===== config.mk =====
export PLATFORM = sky130hd
export DESIGN_NAME = image_rom_arbiter
export DESIGN_NICKNAME = d
export VERILOG_FILES = /design/src/rtl/image_rom_arbiter_pkg.sv /design/src/rtl/image_rom_arbiter_rr_pick.sv /design/src/rtl/image_rom_arbiter.sv
export SDC_FILE = /design/constraint.sdc
export NUM_CORES = 1
export LEC_CHECK = 0
export BUFFER_PORTS_ARGS = -buffer_cell sky130_fd_sc_hd__buf_4
export CORE_MARGIN = 3
export CORE_UTILIZATION = 34
export DETAILED_ROUTE_END_ITERATION = 6
export PLACE_DENSITY = 0.77
export REMOVE_ABC_BUFFERS = 1
export SYNTH_ARGS = -nofsm -noshare
export SYNTH_HDL_FRONTEND = slang
export SYNTH_HIERARCHICAL = 1
export SYNTH_SLANG_ARGS = --single-unit

===== constraint.sdc =====
create_clock -name clk -period 1.15 [get_ports clk]
set_input_delay 0.1725 -clock clk [delete_from_list [all_inputs] [get_ports clk]]
set_output_delay 0.1725 -clock clk [all_outputs]
set_load 0.03 [all_outputs]

===== src/rtl/image_rom_arbiter_pkg.sv =====
// rtl/image_rom_arbiter_pkg.sv - shared image geometry, pixel-address helper and ROM pattern
// Purpose: constants and helpers shared by the image ROM arbiter, its
//          round-robin picker and the image ROM.
// Ports:   none (package).
package image_rom_arbiter_pkg;

   localparam int IMG_ADDR_W = 12;
   localparam int IMG_RGB_W  = 12;
   localparam int IMG_W      = 48;
   localparam int IMG_H      = 64;

   typedef logic [IMG_ADDR_W-1:0] img_addr_t;
   typedef logic [IMG_RGB_W-1:0]  img_rgb_t;

   // ROM word address of pixel (x, y): row-major with a 64-word row pitch.
   function automatic img_addr_t pixel_addr(input logic [5:0] x, input logic [5:0] y);
      return {y, x};
   endfunction

   // Fixed picture content of the image ROM.
   function automatic img_rgb_t rom_pattern(input img_addr_t a);
      return a * 12'd37 + 12'h5a3;
   endfunction

endpackage


===== src/rtl/image_rom_arbiter_rr_pick.sv =====
// rtl/image_rom_arbiter_rr_pick.sv - combinational round-robin picker
// Purpose: picks the first set request searching upward from ptr with wrap.
// Ports:   req   - request vector
//          ptr   - index with highest priority this cycle
//          grant - one-hot grant, zero when no request is set
module image_rom_arbiter_rr_pick #(
   parameter int N     = 2,
   parameter int PTR_W = (N > 1) ? $clog2(N) : 1
) (
   input  logic [N-1:0]     req,
   input  logic [PTR_W-1:0] ptr,
   output logic [N-1:0]     grant
);

   // One spare bit so ptr + k never overflows before the modulo-N fold.
   logic [PTR_W:0] idx;
   logic           found;

   always_comb begin
      grant = '0;
      found = 1'b0;
      idx   = '0;
      for (int k = 0; k < N; k++) begin
         idx = {1'b0, ptr} + (PTR_W+1)'(k);
         if (idx >= (PTR_W+1)'(N)) begin
            idx = idx - (PTR_W+1)'(N);
         end
         if (!found && req[idx[PTR_W-1:0]]) begin
            grant[idx[PTR_W-1:0]] = 1'b1;
            found                 = 1'b1;
         end
      end
   end

endmodule


===== src/rtl/image_rom_arbiter.sv =====
// rtl/image_rom_arbiter.sv - round-robin sharing of the image ROM between pixel fetchers
// Purpose: grants one fetch per clock, registers the ROM address and returns
//          each word two edges after the accept with a one-hot tag.
// Ports:   clk, rst     - clock, synchronous active-high reset
//          req_valid    - per-requester request strobe
//          req_addr     - flattened addresses, requester i at [i*ADDR_W +: ADDR_W]
//          req_ready    - one-hot combinational grant
//          rom_address  - registered ROM address
//          rom_rgb      - ROM read data
//          rsp_valid    - one-hot response tag
//          rsp_rgb      - response pixel
module image_rom_arbiter
   import image_rom_arbiter_pkg::*;
#(
   parameter int N_REQ  = 2,
   parameter int ADDR_W = IMG_ADDR_W,
   parameter int RGB_W  = IMG_RGB_W
) (
   input  logic                    clk,
   input  logic                    rst,
   input  logic [N_REQ-1:0]        req_valid,
   input  logic [N_REQ*ADDR_W-1:0] req_addr,
   output logic [N_REQ-1:0]        req_ready,
   output logic [ADDR_W-1:0]       rom_address,
   input  logic [RGB_W-1:0]        rom_rgb,
   output logic [N_REQ-1:0]        rsp_valid,
   output logic [RGB_W-1:0]        rsp_rgb
);

   localparam int PTR_W = (N_REQ > 1) ? $clog2(N_REQ) : 1;

   logic [PTR_W-1:0]  ptr;
   logic [PTR_W-1:0]  ptr_nxt;
   logic [PTR_W-1:0]  grant_idx;
   logic [N_REQ-1:0]  grant;
   logic [N_REQ-1:0]  tag_s1;
   logic [ADDR_W-1:0] sel_addr;
   logic              accept;

   image_rom_arbiter_rr_pick #(
      .N     (N_REQ),
      .PTR_W (PTR_W)
   ) u_pick (
      .req   (req_valid),
      .ptr   (ptr),
      .grant (grant)
   );

   // The picker only grants valid requesters, so any ready bit is an accept.
   assign req_ready = rst ? '0 : grant;
   assign accept    = |req_ready;

   always_comb begin
      grant_idx = '0;
      sel_addr  = '0;
      for (int i = 0; i < N_REQ; i++) begin
         if (grant[i]) begin
            grant_idx = PTR_W'(i);
            sel_addr  = req_addr[i*ADDR_W +: ADDR_W];
         end
      end
      ptr_nxt = (grant_idx == PTR_W'(N_REQ-1)) ? '0 : grant_idx + 1'b1;
   end

   // The ROM registers its data, so the tag needs two stages to line up with rom_rgb.
   always_ff @(posedge clk) begin
      if (rst) begin
         rom_address <= '0;
         tag_s1      <= '0;
         rsp_valid   <= '0;
         ptr         <= '0;
      end else begin
         tag_s1    <= req_ready;
         rsp_valid <= tag_s1;
         if (accept) begin
            rom_address <= sel_addr;
            ptr         <= ptr_nxt;
         end
      end
   end

   assign rsp_rgb = rom_rgb;

endmodule

# Yosys cells after proc, flatten, opt, wreduce, memory -nomap -nowiden
# Index checks and enable logic that the tools add are counted.
# totals
in_bits,40
out_inout_bits,28
ff_bits,17
# classes
add_sub_neg,4
n_reduce_logical,5
bitwise,1
n_lt_le_gt_ge,6
n_mux,18
# op_table
op,count
12-bit 2-to-1 mux,2
1-bit 2-to-1 mux,11
2-bit 2-to-1 mux,3
1-bit by 2-bit less-than comparator with 1-bit output (second input constant),2
1-bit logical AND,3
1-bit by 1-bit adder with 2-bit output (second input constant),1
1-bit demux with 1-bit select,2
1-bit greater-or-equal comparator (second input constant),2
1-bit by 2-bit greater-or-equal comparator with 1-bit output (second input constant),1
2-bit greater-or-equal comparator (second input constant),1
2-bit OR,1
2-bit OR reduction,1
1-bit subtractor (second input constant),2
1-bit adder (second input constant),1
1-bit zero test,1

# Logic depth before layout (Yosys ltp)
# Gate-level depths: netlist of run 1.
# depth
depth_word,12
mapped_depth,5

# By module
# Netlist of run 1, hierarchy kept.
# by_module_without_submodules
module,instances,seq_area_each_um2,area_per_inst_um2,cells_per_inst
image_rom_arbiter,1,340.3,810.8,80
image_rom_arbiter_rr_pick,1,0.0,18.8,3

# Least setup slack after synthesis of run 1
# Ideal clock, no wire load.
# synth_path
path_type,flip-flop to output port
startpoint,register ptr
endpoint,output req_ready[1]
path_slack_ns,-0.322
path_stages_with_launch,6
t_arrival_ns,1.300
t_required_ns,0.978
path_cell_list,dfxtp_1 inv_1 a21boi_1 inv_1 buf_2 nor2_1
# synth_via
elab_chain_cells,10
elab_cells_between_ends,28
cone_classes,add/sub (3); order compare (6); mux (14); bitwise (1); reduce/logical (4)
# synth_lines
element,line,source
from (decl),image_rom_arbiter.sv:32,logic [PTR_W-1:0] ptr;
from (signal assigned),image_rom_arbiter.sv:77,ptr <= ptr_nxt;
"1-bit by 1-bit adder with 2-bit output, or another cell as far along",image_rom_arbiter_rr_pick.sv:24,"idx = {1'b0, ptr} + (PTR_W+1)'(k);"
"2-bit greater-or-equal comparator, or another cell as far along",image_rom_arbiter_rr_pick.sv:25,if (idx >= (PTR_W+1)'(N)) begin
"1-bit 2-to-1 mux, or another cell as far along",image_rom_arbiter_rr_pick.sv:25,
"1-bit by 2-bit less-than comparator with 1-bit output (implied by the code), or another cell as far along",image_rom_arbiter_rr_pick.sv:29,grant[idx[PTR_W-1:0]] = 1'b1;
1-bit logical AND (implied by the code) / 1-bit 2-to-1 mux (equally long branches),image_rom_arbiter_rr_pick.sv:29,
1-bit 2-to-1 mux (implied by the code) / 1-bit demux with 1-bit select (equally long branches),--,
1-bit demux with 1-bit select / 2-bit 2-to-1 mux (equally long branches),--,
2-bit OR (no source line),--,
2-bit 2-to-1 mux (*),image_rom_arbiter_rr_pick.sv:28,if (!found && req[idx[PTR_W-1:0]]) begin
net grant[1],image_rom_arbiter.sv:35,logic [N_REQ-1:0] grant;
2-bit 2-to-1 mux (*),image_rom_arbiter.sv:50,assign req_ready = rst ? '0 : grant;
to (decl),image_rom_arbiter.sv:23,"output logic [N_REQ-1:0] req_ready,"
# The timed path passes the listed nets; every way through them passes the cells marked *. The select of a mux whose other input is x is not followed.

# Worst setup path after layout of run 1
# layout_path
startpoint,register ptr
endpoint,output req_ready[0]
# The elaborated chain is that of the path after synthesis.

==> results of run 1 <==
==> area by class of cell <==
class | instances | area [um2] | share of cell area [%]
timing repair buffer | 52 | 435 | 36.0
multi-input combinational | 46 | 365 | 30.2
sequential | 17 | 342 | 28.2
tap | 28 | 35.0 | 2.89
clock buffer | 4 | 26.3 | 2.17
inverter | 2 | 7.51 | 0.620
==> path summary, 6_finish.rpt <==
kind,startpoint,to
setup reg to reg,ptr$_SDFFE_PP0P_,rom_address[7]$_SDFFE_PP0P_
setup / recovery,ptr$_SDFFE_PP0P_,req_ready[0]
hold reg to reg,tag_s1[1]$_SDFF_PP0_,rsp_valid[1]$_SDFF_PP0_
hold / removal,req_addr[20],rom_address[8]$_SDFFE_PP0P_
==> report_power, final <==
group          switching (uW)  internal, uW  total [uW]  leakage [uW]
clock network             177           135         312     0.0000150
logic                     215           227         442      0.000412
registers                24.0           637         661      0.000141
==> synth_stat cells <==
cell type  instances
inv_1              2
buf_2              3
mux2i_1           12
nor2b_1           16
dfxtp_1           17
nor3_1             1
a21boi_0           1
nor2_1             3
buf_6              1
buf_12             1
clkbuf_1           1
buf_4             12
a211oi_1          12
a21boi_1           1
==> state kept, by name, summed over array words and instances (netlist names) <==
name	count
rom_address	12
rsp_valid	2
tag_s1	2
ptr	1
==> metrics by stage <==
stage / setup TNS, ns / utilization (%)
global route: -1.85 / 53.7
CTS: -0.488 / 51.6
global placement: 0 / 48.8
detailed placement: -0.0559 / 48.8
floorplan: -17.02 / -
finish: -0.841 / 53.7
==> routing by layer <==
metal | global-route usage [%] | part of all wire, %
met1 | 16.6 | 39
met2 | 20.8 | 49
met3 | 7.48 | 10
met4 | 8.33 | 1.6
met5 | 0 | 0
==> kinds of logic (layout without fill, tap and decap cells) <==
family / count (synthesis) / count (layout)
and+or+nand+nor: 20 / 20
buffers and inverters: 20 / 58
DFF: 17 / 17
AOI/OAI and AO/OA: 14 / 14
muxes: 12 / 12
==> critical path, stage by stage, from the launching register on <==
cell      delay (ns)
dfxtp_2         0.35
a21boi_2        0.16
buf_4           0.13
nor2b_4         0.13
buf_6           0.13
==> timing repair <==
action                                  4_1_cts  5_1_grt
setup buffers                                 3        1
hold buffers                                  0        0
endpoints found under the setup margin        5       14
pin swaps                                     2        6
gates resized for setup                       4        7
gates cloned                                  0        1
==> out/metrics.csv, run 1 <==
stage;metric;value;unit
run_status;status;finished, violations left;
run_status;violations;setup timing;
clocking;clock-sinks;17;
layout;nFillCells;206;
layout;final_common_cell;buf_4;
clocking;htree_num_levels;1;
grt;grt_pass1_wl;3460;um
layout;area_growth;46.0;%
critical_path;end_kind;output port;
routing;drt_wl_total;2320;um
timing;finalCritPeriodShare;119;%
routing;vias;732;
logic_synthesis;syn-cell-area;830;um2
power;leakagePower;0.000568;uW
critical_path;cp-start-kind;flop;
timing;layout_min_cycle_time;1.37;ns
logic_synthesis;synth_mux_area_share;14.5;%
worst_hold_path;whs_path_depth;3;
worst_hold_path;hold_class;in -> reg;
routing;drc_errors;0;
logic_synthesis;synth_top_family_by_area;buffers and inverters;
clocking;clock_latency;0.29;ns
logic_synthesis;synth_area_per_cell;9.99;um2
routing;antenna_left;0;
die;die-width;55.4;um
timing;layout_setup_ws;-0.215;ns
logic_synthesis;syn_inst;83;
placement;post_dp_cell_area;1100;um2
layout;stdcell_count;149;
job;cap_violations;0;
layout;post-route-cell-area;1210;um2
placement;dp_worst_setup_slack;-0.0559;ns
logic_synthesis;synth-adder-area-share;0;%
critical_path;required;0.98;ns
timing;final-setup-viol-count;13;
placement;place.gp.congestion;0.734;
routing;wl_per_cell;15.6;um
timing;max_freq;733;MHz
clocking;clockRootBuffer;clkbuf_4;
clocking;clkTransAtPathRegs;0.10;ns
routing;first_pass_iters;4;
die;io_pins;68;
timing;hold_viol;0;
critical_path;worstPathMaxFanout;3;
layout;nNetsFinal;162;
power;total_power;1410;uW
logic_synthesis;synth_xor_area_share;0;%
power;vdd_drop_max;0.000486;V
layout;most-common-layout-cells;46 x buf_4, 16 x dfxtp_1, 15 x nor2b_1;
logic_synthesis;synth.area.top_cells;dfxtp_1 41%, mux2i_1 14%, nor2b_1 12%;
die;core;2250;um2
layout;antennaDiodeCount;0;
timing;slew_viol_final;0;
critical_path;reg2reg_depth;5;
routing;vias_per_cell;4.91;
critical_path;cp.arrival;1.19;ns
logic_synthesis;synth_compound_area_share;12.7;%
critical_path;critical_path_class;reg -> out;
grt;track_usage;14.3;%
grt;grt_antenna_before_repair;0;
layout;drive_gt1_share;52.1;%
placement;placedCellCount;141;
timing;timing.hold.ws;0.179;ns
critical_path;reg2reg_slack;-0.15;ns
routing;first_iter_violations;20;
logic_synthesis;synth_cell_types;14;
grt;grt_max_degree;20;
die;dieArea;3070;um2
grt;grt_pass1_vias;723;
logic_synthesis;synth-seq-cells;17;
logic_synthesis;ys_warn_count;6;
die;start_util;36.8;%
die;rows;17;
logic_synthesis;netlist.area_leader.share;41.0;%
die;die_h;55.4;um
power;pwr_density_cell;1170;nW/um2
timing;rsz0062_at_grt;true;
timing;fin_skew;0.00991;ns
clocking;cts_buffers;3;
grt;grt.overflow.total;0;
clocking;cts_tree;done;
placement;io_buffers;43;
logic_synthesis;synth_seq_area_share;41.0;%
timing;max-slew-margin-rel;79.3;%
placement;hpwlAfterDp;1590;um
logic_synthesis;yosys.area_share.simple;14.0;%
timing;tightest_slew;0.308;ns
clocking;clk_path_buf_depth;2;
logic_synthesis;synth_top_cell_by_area;dfxtp_1;
(Power assumes the default switching activity.)
==> inputs of run 2 (changes only) <==
- CORE_UTILIZATION: 34 -> 37
- PLACE_DENSITY: 0.77 -> 0.79
- RECOVER_POWER: not set -> 25
- clock period: 1.15 -> 1.4 ns (I/O delays scaled with it)
==> run 2 against run 1 <==
Net effect:
- the run now ends clean
- utilization up 1.6 points
- non-clock buffer count down 4
- critical path depth rose by 1
- sequential share of layout area up 2.3 points
- power down 21%
- sequential power fell by 18%
- routed wire length fell by 11%
- hold slack improved by 0.042 ns
- largest power group unchanged
- first-iteration DRC count is 90% lower
- highest routed layer is now met3
- clock power fell by 20%
- clock skew fell by 0.0041 ns
==> out/metrics.csv, run 2 (same netlist as run 1, synthesis figures left out) <==
stage;metric;value;unit
layout;largest_reg_flops;12;
layout;multi_input_area;357;um2
job;cap_violations;0;
die;dieArea;2850;um2
critical_path;cp.arrival;1.16;ns
die;die-width;53.4;um
timing;fin_skew;0.00578;ns
clocking;clkTransAtPathRegs;0.10;ns
grt;track_usage;14.9;%
grt;grt_antenna_before_repair;0;
placement;hpwlAfterDp;1530;um
timing;slew_viol_final;0;
timing;finalCritPeriodShare;97.8;%
critical_path;reg2reg_depth;4;
placement;post_dp_cell_area;1090;um2
power;total_power;1120;uW
critical_path;worstPathMaxFanout;3;
clocking;cts_tree;done;
routing;wl_per_cell;14.4;um
timing;final-setup-viol-count;0;
run_status;status;finished clean;
layout;stdcell_count;144;
critical_path;cp-start-kind;flop;
die;io_pins;68;
layout;nNetsFinal;158;
clocking;hold_buffers;0;
routing;first_pass_iters;2;
critical_path;end_kind;output port;
routing;first_iter_violations;2;
placement;placedCellCount;140;
clocking;clock_latency;0.28;ns
clocking;clk_path_buf_depth;2;
layout;most-common-layout-cells;48 x buf_4, 16 x nor2b_1, 16 x dfxtp_1;
routing;vias;691;
timing;tightest_slew;0.207;ns
die;rows;16;
clocking;cts_buffers;3;
worst_hold_path;hold_path_startpoint;req_addr[15];
layout;regMostFlops;rom_address;
timing;max_freq;730;MHz
timing;hold_viol;0;
grt;grt_max_degree;20;
critical_path;required;1.19;ns
routing;drc_errors;0;
worst_hold_path;whs_path_depth;3;
critical_path;reg2reg_slack;0.26;ns
clocking;postCtsSetupBuffers;0;
timing;layout_min_cycle_time;1.37;ns
layout;antennaDiodeCount;0;
routing;drt_wl_total;2070;um
layout;post-route-cell-area;1130;um2
layout;seqCellArea;344;um2
die;die_h;53.4;um
grt;grt_pass1_wl;3020;um
critical_path;critical_path_class;reg -> out;
die;start_util;40.6;%
critical_path;r2r-end;rom_address[6]$_SDFFE_PP0P_;
worst_hold_path;hold_class;in -> reg;
clocking;htree_num_levels;1;
layout;nFillCells;184;
grt;grt.overflow.total;0;
timing;max-slew-margin-rel;86.1;%
placement;io_buffers;43;
layout;area_growth;36.2;%
critical_path;r2r-start;ptr$_SDFFE_PP0P_;
worst_hold_path;hold_end;rom_address[3]$_SDFFE_PP0P_;
timing;rsz0062_at_grt;true;
timing;tns;0;ns
clocking;clock-sinks;17;
clocking;clockRootBuffer;clkbuf_4;
layout;drive_gt1_share;48.7;%
routing;antenna_left;0;
placement;place.gp.congestion;0.608;
power;pwr_density_cell;987;nW/um2
power;vdd_drop_max;0.000507;V
routing;vias_per_cell;4.80;
die;core;2040;um2
grt;grt_pass1_vias;646;
layout;final_core_utilization;55.3;%
layout;final_common_cell;buf_4;
power;leakagePower;0.000535;uW
layout;largest_registers;rom_address x12, rsp_valid x2, tag_s1 x2;
critical_path;cp-startpoint;ptr$_SDFFE_PP0P_;
==> run 2: worst max-delay path, stage by stage, from the launching register on <==
cell,delay [ns]
dfxtp_4,0.38
inv_2,0.04
a21boi_2,0.16
inv_2,0.06
nor2_1,0.08
buf_4,0.16
==> run 2: per-stage QoR <==
step	hold slack (ns)	setup slack, ns
after global placement	0.416	0.294
after floorplan	0.277	-1.13
after CTS	0.209	0.000347
after detailed placement	0.420	0.225
after global routing	0.211	-0.0350
final	0.221	0.0304
==> run 2: final cells by class <==
class	instances	area share [%]
Multi-Input combinational cell	46	31.6
Clock inverter	1	0.443
Timing Repair Buffer	48	31.9
Tap cell	27	2.99
Inverter	2	0.664
Clock buffer	3	1.99
Sequential cell	17	30.5
==> run 2: worst max path at each step <==
stage / end / slack (ns) / cells past startpoint
after CTS: req_ready[1] / 0.0003 / 5
after detailed placement: rom_address[6]$_SDFFE_PP0P_ / 0.23 / 5
after floorplan: req_ready[0] / -1.13 / 2
final: req_ready[1] / 0.03 / 5
after global routing: req_ready[1] / -0.04 / 5
after global placement: req_ready[1] / 0.29 / 5
==> run 2: power breakdown <==
part / leakage [uW] / internal [uW] / switching, uW
registers: 0.000142 / 522 / 20.7
clock network: 0.0000177 / 106 / 144
logic: 0.000375 / 158 / 164
total: 0.000535 / 786 / 329
==> run 2: per-layer routing <==
| layer | vias to the layer above | track usage [%] | wire [um] |
|---|---|---|---|
| li1 | 339 | - | - |
| met1 | 307 | 16.7 | 818 |
| met2 | 45 | 22.4 | 971 |
| met3 | 0 | 9.01 | 282 |
| met4 | 0 | 5.11 | 0 |
| met5 | - | 7.14 | 0 |
==> run 2: timing repair <==
item / CTS / global route
setup endpoints to repair: 1 / 2
pin swaps: 0 / 3
gates resized for setup: 2 / 4
